===== config.mk =====
export PLATFORM = sky130hd
export DESIGN_NAME = tcp_rt_timer_table
export DESIGN_NICKNAME = d
export VERILOG_FILES = /design/src/rtl/tcp_rt_timer_table.sv
export SDC_FILE = /design/constraint.sdc
export NUM_CORES = 2
export LEC_CHECK = 0
export BUFFER_PORTS_ARGS = -buffer_cell sky130_fd_sc_hd__buf_4
export CAP_MARGIN = 25
export CORE_UTILIZATION = 58
export DETAILED_ROUTE_END_ITERATION = 16
export PLACE_DENSITY = 0.74
export SYNTH_ARGS = -nofsm -noshare
export SYNTH_HDL_FRONTEND = slang
export SYNTH_SLANG_ARGS = --single-unit

===== constraint.sdc =====
create_clock -name clk -period 10.5 [get_ports clk]
set_input_delay 3.15 -clock clk [delete_from_list [all_inputs] [get_ports clk]]
set_output_delay 3.15 -clock clk [all_outputs]
set_load 0.05 [all_outputs]

===== src/rtl/tcp_rt_timer_table.sv =====
// Per-flow TCP retransmission timer and duplicate-ACK tracker. Timeout and
// fast-retransmit events are queued per flow and granted round-robin.
module tcp_rt_timer_table #(
    parameter int NUM_FLOWS      = 8,
    parameter int FLOWID_W       = $clog2(NUM_FLOWS),
    parameter int TIMESTAMP_W    = 64,
    parameter int TIMEOUT_CYCLES = 250000000,
    parameter int ACK_NUM_W      = 32,
    parameter int DUP_ACK_CNT_W  = 4,
    parameter int DUP_ACK_RT     = 3
) (
    input  logic                   clk,
    input  logic                   rst,
    input  logic                   arm_val,
    input  logic [FLOWID_W-1:0]    arm_flowid,
    input  logic                   disarm_val,
    input  logic [FLOWID_W-1:0]    disarm_flowid,
    input  logic                   ack_val,
    input  logic [FLOWID_W-1:0]    ack_flowid,
    input  logic [ACK_NUM_W-1:0]   ack_num,
    output logic                   rt_req_val,
    output logic [FLOWID_W-1:0]    rt_req_flowid,
    output logic                   rt_req_cause,
    input  logic                   rt_req_rdy,
    output logic [TIMESTAMP_W-1:0] curr_time
);

    localparam logic [TIMESTAMP_W-1:0]   TIMEOUT_T = TIMESTAMP_W'(TIMEOUT_CYCLES);
    localparam logic [DUP_ACK_CNT_W-1:0] DUP_PRE   = DUP_ACK_CNT_W'(DUP_ACK_RT - 1);
    localparam logic [FLOWID_W-1:0]      LAST_FLOW = FLOWID_W'(NUM_FLOWS - 1);

    logic [TIMESTAMP_W-1:0] curr_time_reg;
    logic [FLOWID_W-1:0]    scan_idx_reg;
    logic [FLOWID_W-1:0]    last_grant_reg;
    logic                   rt_req_val_reg;
    logic [FLOWID_W-1:0]    rt_req_flowid_reg;
    logic                   rt_req_cause_reg;

    logic [NUM_FLOWS-1:0]   pend_to_vec;
    logic [NUM_FLOWS-1:0]   pend_fr_vec;

    logic                   load;
    logic                   grant;
    logic                   sel_found;
    logic                   sel_cause;
    logic [FLOWID_W-1:0]    sel_idx;
    int                     cand;
    logic [FLOWID_W-1:0]    cand_idx;

    always_ff @(posedge clk) begin
        if (rst) begin
            curr_time_reg <= '0;
            scan_idx_reg  <= '0;
        end else begin
            curr_time_reg <= curr_time_reg + TIMESTAMP_W'(1);
            scan_idx_reg  <= (scan_idx_reg == LAST_FLOW) ? '0 : scan_idx_reg + FLOWID_W'(1);
        end
    end

    // Round-robin search starting one past the most recently granted flow.
    always_comb begin
        sel_found = 1'b0;
        sel_cause = 1'b0;
        sel_idx   = '0;
        cand      = 0;
        cand_idx  = '0;
        for (int k = 0; k < NUM_FLOWS; k++) begin
            cand     = (int'(last_grant_reg) + 1 + k) % NUM_FLOWS;
            cand_idx = cand[FLOWID_W-1:0];
            if (!sel_found && (pend_to_vec[cand_idx] || pend_fr_vec[cand_idx])) begin
                sel_found = 1'b1;
                sel_idx   = cand_idx;
                sel_cause = pend_fr_vec[cand_idx];
            end
        end
    end

    assign load  = !rt_req_val_reg || rt_req_rdy;
    assign grant = load && sel_found;

    always_ff @(posedge clk) begin
        if (rst) begin
            rt_req_val_reg    <= 1'b0;
            rt_req_flowid_reg <= '0;
            rt_req_cause_reg  <= 1'b0;
            last_grant_reg    <= LAST_FLOW;
        end else if (load) begin
            rt_req_val_reg <= sel_found;
            if (sel_found) begin
                rt_req_flowid_reg <= sel_idx;
                rt_req_cause_reg  <= sel_cause;
                last_grant_reg    <= sel_idx;
            end
        end
    end

    for (genvar gi = 0; gi < NUM_FLOWS; gi++) begin : g_flow
        localparam logic [FLOWID_W-1:0] ID = FLOWID_W'(gi);

        logic                     armed_reg;
        logic [TIMESTAMP_W-1:0]   ts_reg;
        logic [ACK_NUM_W-1:0]     last_ack_reg;
        logic [DUP_ACK_CNT_W-1:0] dup_cnt_reg;
        logic                     pend_to_reg;
        logic                     pend_fr_reg;

        logic disarm_hit, arm_hit, ack_hit, ack_new, ack_dup;
        logic ts_restart, fr_hit, timeout_hit, clr_to, clr_fr;

        assign disarm_hit = disarm_val && (disarm_flowid == ID);
        assign arm_hit    = arm_val && (arm_flowid == ID);
        assign ack_hit    = ack_val && (ack_flowid == ID);
        assign ack_new    = ack_hit && (ack_num != last_ack_reg);
        assign ack_dup    = ack_hit && (ack_num == last_ack_reg) && armed_reg;
        assign ts_restart = ack_new && armed_reg && !arm_hit;
        assign fr_hit     = ack_dup && (dup_cnt_reg == DUP_PRE);
        // Any same-cycle timer update on the scanned flow takes precedence over expiry.
        assign timeout_hit = armed_reg && (scan_idx_reg == ID)
                             && ((curr_time_reg - ts_reg) >= TIMEOUT_T)
                             && !arm_hit && !disarm_hit && !ts_restart;
        assign clr_fr = grant && (sel_idx == ID) && sel_cause;
        assign clr_to = grant && (sel_idx == ID) && !sel_cause;

        always_ff @(posedge clk) begin
            if (rst) begin
                armed_reg    <= 1'b0;
                ts_reg       <= '0;
                last_ack_reg <= '0;
                dup_cnt_reg  <= '0;
                pend_to_reg  <= 1'b0;
                pend_fr_reg  <= 1'b0;
            end else begin
                if (disarm_hit)
                    armed_reg <= 1'b0;
                else if (arm_hit)
                    armed_reg <= 1'b1;

                if (arm_hit || ts_restart || timeout_hit)
                    ts_reg <= curr_time_reg;

                if (ack_new) begin
                    last_ack_reg <= ack_num;
                    dup_cnt_reg  <= '0;
                end else if (ack_dup && (dup_cnt_reg != '1)) begin
                    dup_cnt_reg <= dup_cnt_reg + DUP_ACK_CNT_W'(1);
                end

                if (disarm_hit)
                    pend_fr_reg <= 1'b0;
                else if (fr_hit)
                    pend_fr_reg <= 1'b1;
                else if (clr_fr)
                    pend_fr_reg <= 1'b0;

                if (disarm_hit)
                    pend_to_reg <= 1'b0;
                else if (timeout_hit)
                    pend_to_reg <= 1'b1;
                else if (clr_to)
                    pend_to_reg <= 1'b0;
            end
        end

        assign pend_to_vec[gi] = pend_to_reg;
        assign pend_fr_vec[gi] = pend_fr_reg;
    end

    assign rt_req_val    = rt_req_val_reg;
    assign rt_req_flowid = rt_req_flowid_reg;
    assign rt_req_cause  = rt_req_cause_reg;
    assign curr_time     = curr_time_reg;

endmodule


==> run summary <==
Of all nets on the critical path, the largest fanout is 49. Per report_power, the clock group accounts for 42.2% of the total. Of the synthesized area, sequential elements account for 24.64%.

After clock tree synthesis, the repair step resized 0 gates. In the global route stage, met2 resource usage came out at 63.12%. Setup repair after global routing left no endpoint under its margin.

The routing usage on met3 was 8.332%. The die covers 127,400 sq um. The first global-routing pass estimated 412.1 mm of wire. Fill cells in the final layout number 11,120.

The run finished with clean final reports. Walking the worst path, the cells encountered are buf_4, ha_1, nand4_1, or3_1, nor3_1, o21a_1, o211ai_1, a21oi_1, nor2b_1, a2111o_1, nor4_1, and4_1, nand4b_1, a21oi_4, buf_4, mux2i_1, nor2_1. The maximum number of pins on one net before global-route repair was 207.

Counting the buffers created by CTS gives 100. Clock-pin slew was measured on the worst setup and hold paths at 0.07 ns. The maximum frequency from static timing analysis is 118.4 MHz.

The routed length per placed instance is 24.21 um. The worst hold slack is 0.4575 ns, and the initial antenna violation count is 12. The number of distinct standard cells referenced by the synthesized netlist is 97, and the register-to-register setup slack is 2.05 ns.

The analysis attributes to cell leakage a power of 0.03676 uW. The global routing stage identified its most utilized layer as met2. In this run, synthesis produced a sequential element count of 899.

For this run, design rule violations remaining after detail routing come to 0. The H-tree was split into 3 levels. Core outline area: 124,300 sq um. The insertion delay of the later-clocked pin in the worst-skew pair was 0.79 ns; the data required time of the worst path was 11.09 ns.

The count of endpoints failing hold in the final timing report was 0; the final period utilization was 80.45%. In this run the count of I/O pins placed on the die edge is 116. The count of synthesis-stage warnings from yosys is 0. STA classifies the critical path endpoint as a flip-flop. In the synthesized netlist the dominant register cell turns out to be sky130_fd_sc_hd__dfxtp_1. The height of the chip was 356.9 um.

The total overflow reported by the global router was 0. Once the floorplan was initialized, standard cells occupied 58.78% of the core. The final count of pins violating max slew is 0.

For this design the total switching power over the nets is 2752 uW. The floorplan has 129 rows. The logs give 0 for the number of routed nets with antenna violations and 0 for the number of max-cap violations.

Counting every instance in the synthesized netlist gives 9,825. The run gives 68,390 as the number of global-route vias before repair. The most common cell type on the critical path is sky130_fd_sc_hd__buf_4.

In this run the worst hold path is classified as reg -> reg. Summed over all layers, the routed wires come to 274.8 mm. Summing every instance area after synthesis gives 73,060 sq um.

Root buffer selected by CTS: sky130_fd_sc_hd__clkbuf_16. The arrival time of the worst setup path is 9.03 ns, and the die extent in x is 356.9 um. The post-detailed-placement half-perimeter wirelength is 205.7 mm, and the delay of the slowest critical-path stage is 1.17 ns. The sequential power share is 39.0%, and the met1 demand-to-capacity share in global routing is 55.61%.

The power per standard cell area is 113.8 nW/um^2, and the area growth from synthesis to layout is 7.378%. For this design, the sink count on the clock tree is 899. Flip-flop count of the largest register after layout: 512. Leaving out fill and tap cells, the most frequent cells in the layout are 1,216 x sky130_fd_sc_hd__nor2_1, 951 x sky130_fd_sc_hd__a21oi_1, 928 x sky130_fd_sc_hd__nand2_1. At the pin with the least slew margin, the transition time is 1.213 ns. After detailed routing, the number of vias per cell comes to 6.549. The internal power component came out at 6174 uW.

The clock period minus final worst setup slack was 8.447 ns. Switching share of power: 30.83%. Cells with a size suffix above 1 make up 5.789% of the layout.

Measured against its own limit, the worst slew margin works out to 19.12%. At the end of routability-driven placement, the weighted congestion stood at 1.031. The logs give 0 for the total of endpoints with negative setup slack in the final report and 10,210 for the final net count. The critical path is of the reg -> reg type. Of the total power, combinational logic draws 18.8%.

The sum of negative setup slack is 0 ns. On the critical path, the stage with the largest delay is an instance of sky130_fd_sc_hd__a21oi_4. The worst-case IR drop observed on VDD is 0.1736 mV. Detailed routing inserted a total of 74,330 vias. Counting flops with a built-in enable in the synthesized netlist gives 0.

After synthesis, the share of flip-flops with an asynchronous set or reset is 0%. The first routing iteration left 8,778 violations. In this run the post-CTS setup repair buffer count came out at 0. The first TritonRoute pass finished after 6 iterations.

The number of buffers inserted by port buffering was 115; the synthesized area per cell was 7.436 sq um. The maximum number of buffers from clock root to sink is 3, and the cts-stage hold buffer count is 0. Counting every net in the synthesized netlist gives 10,410. The worst setup path is launched from a flip-flop. Global routing used 41.45% of the available tracks across all layers. The worst setup skew after layout came out at 0.1027 ns. TritonCTS built the clock tree. Most common cell after layout, fill and taps aside: sky130_fd_sc_hd__nor2_1.
[final timing paths]
kind | from | end | cells past startpoint
max | curr_time[27]$_SDFF_PP0_ | g_flow[3].ts_reg[38]$_SDFFE_PP0P_ | 17
min | rt_req_flowid[0]$_SDFFE_PP0P_ | rt_req_flowid[0]$_SDFFE_PP0P_ | 2
max reg2reg | curr_time[27]$_SDFF_PP0_ | g_flow[3].ts_reg[38]$_SDFFE_PP0P_ | 17
min reg2reg | rt_req_flowid[0]$_SDFFE_PP0P_ | rt_req_flowid[0]$_SDFFE_PP0P_ | 2
[kinds of logic after synthesis]
family	Yosys count	share of synthesized area (%)
AO/OA/AOI/OAI	2501	20.95
XOR/XNOR	631	7.565
adder cells (fa/ha/maj)	536	9.262
buffers and inverters	1211	6.820
flip-flops	899	24.64
multiplexers	688	9.660
AND/OR/NAND/NOR	3359	21.11
[Yosys cell counts, drive strengths merged, types with 18 or more instances]
library cell	instances	area (sq um)
a311oi	20	175.2
o211ai	96	720.7
a211o	18	157.7
or3	58	362.9
nor4	149	947.2
a31o	19	166.4
nand2b	74	462.9
inv	633	2376
xnor2	195	1708
a2111oi	26	227.7
nand3	222	1116
o21a	105	788.3
nand2	930	3493
and2	31	193.9
a21o	137	1028
mux2i	660	6606
nand4	260	1627
o21bai	78	585.6
a21boi	39	292.8
o21ai	575	2882
nor2	1217	4568
buf	145	950.9
xor2	436	3819
o2111ai	24	210.2
o22ai	30	187.7
nor3	172	860.8
nand3b	21	157.7
and3	51	319.1
o31ai	49	367.9
or2	35	219.0
ha	528	6606
or4	22	168.9
nor2b	37	231.5
o221ai	24	210.2
dfxtp	899	18000
a21oi	954	4782
a211oi	72	540.5
clkbuf	431	1648
a31oi	63	394.1
and4	31	271.5
[power groups by stage]
| stage | Combinational [uW] | Clock, uW | Sequential [uW] |
|---|---|---|---|
| floorplan | 1170 | 0 | 3570 |
| global placement | 1590 | 0 | 3550 |
| detailed placement | 1600 | 0 | 3560 |
| CTS | 1620 | 3790 | 3480 |
| global route | 1790 | 3920 | 3480 |
| finish | 1680 | 3770 | 3480 |
[worst max-delay path, delay by kind of cell (launching register included)]
| kind | cells | cell delay [ns] |
|---|---|---|
| compound gates | 5 | 2.40 |
| mux | 1 | 0.33 |
| simple gates | 8 | 2.88 |
| fa+ha+maj | 1 | 0.38 |
| flops | 1 | 0.79 |
| buf+inv | 2 | 1.38 |
[metrics by stage]
stage	instance area (sq um)	power (uW)	setup slack, ns	utilization [%]	cells
floorplan	73060	4746	4.477	-	9825
global placement	74730	5142	2.606	60.13	11160
detailed placement	74810	5160	2.495	60.19	11160
CTS	78320	8886	2.398	63.02	11340
global route	78430	9189	2.098	63.11	11350
finish	78450	8926	2.053	63.12	11350
[routing by layer]
metal	up-vias	share of wire [%]
met3	693	10
met1	35540	42
li1	34420	-
met5	-	0.016
met2	3679	43
met4	6	5.6
[final cells by class]
class                      count  area, sq um  share of cell area [%]
multi-input combinational   7715        50220                   64.02
antenna                        5        12.51                 0.01595
tap                         1637         2048                   2.611
inverter                     635         2384                   3.038
timing repair buffer         277         2270                   2.893
clock inverter                46        624.3                  0.7959
clock buffer                 136         2888                   3.681
sequential                   899        18000                   22.94
Power figures use the tool's default switching activity.
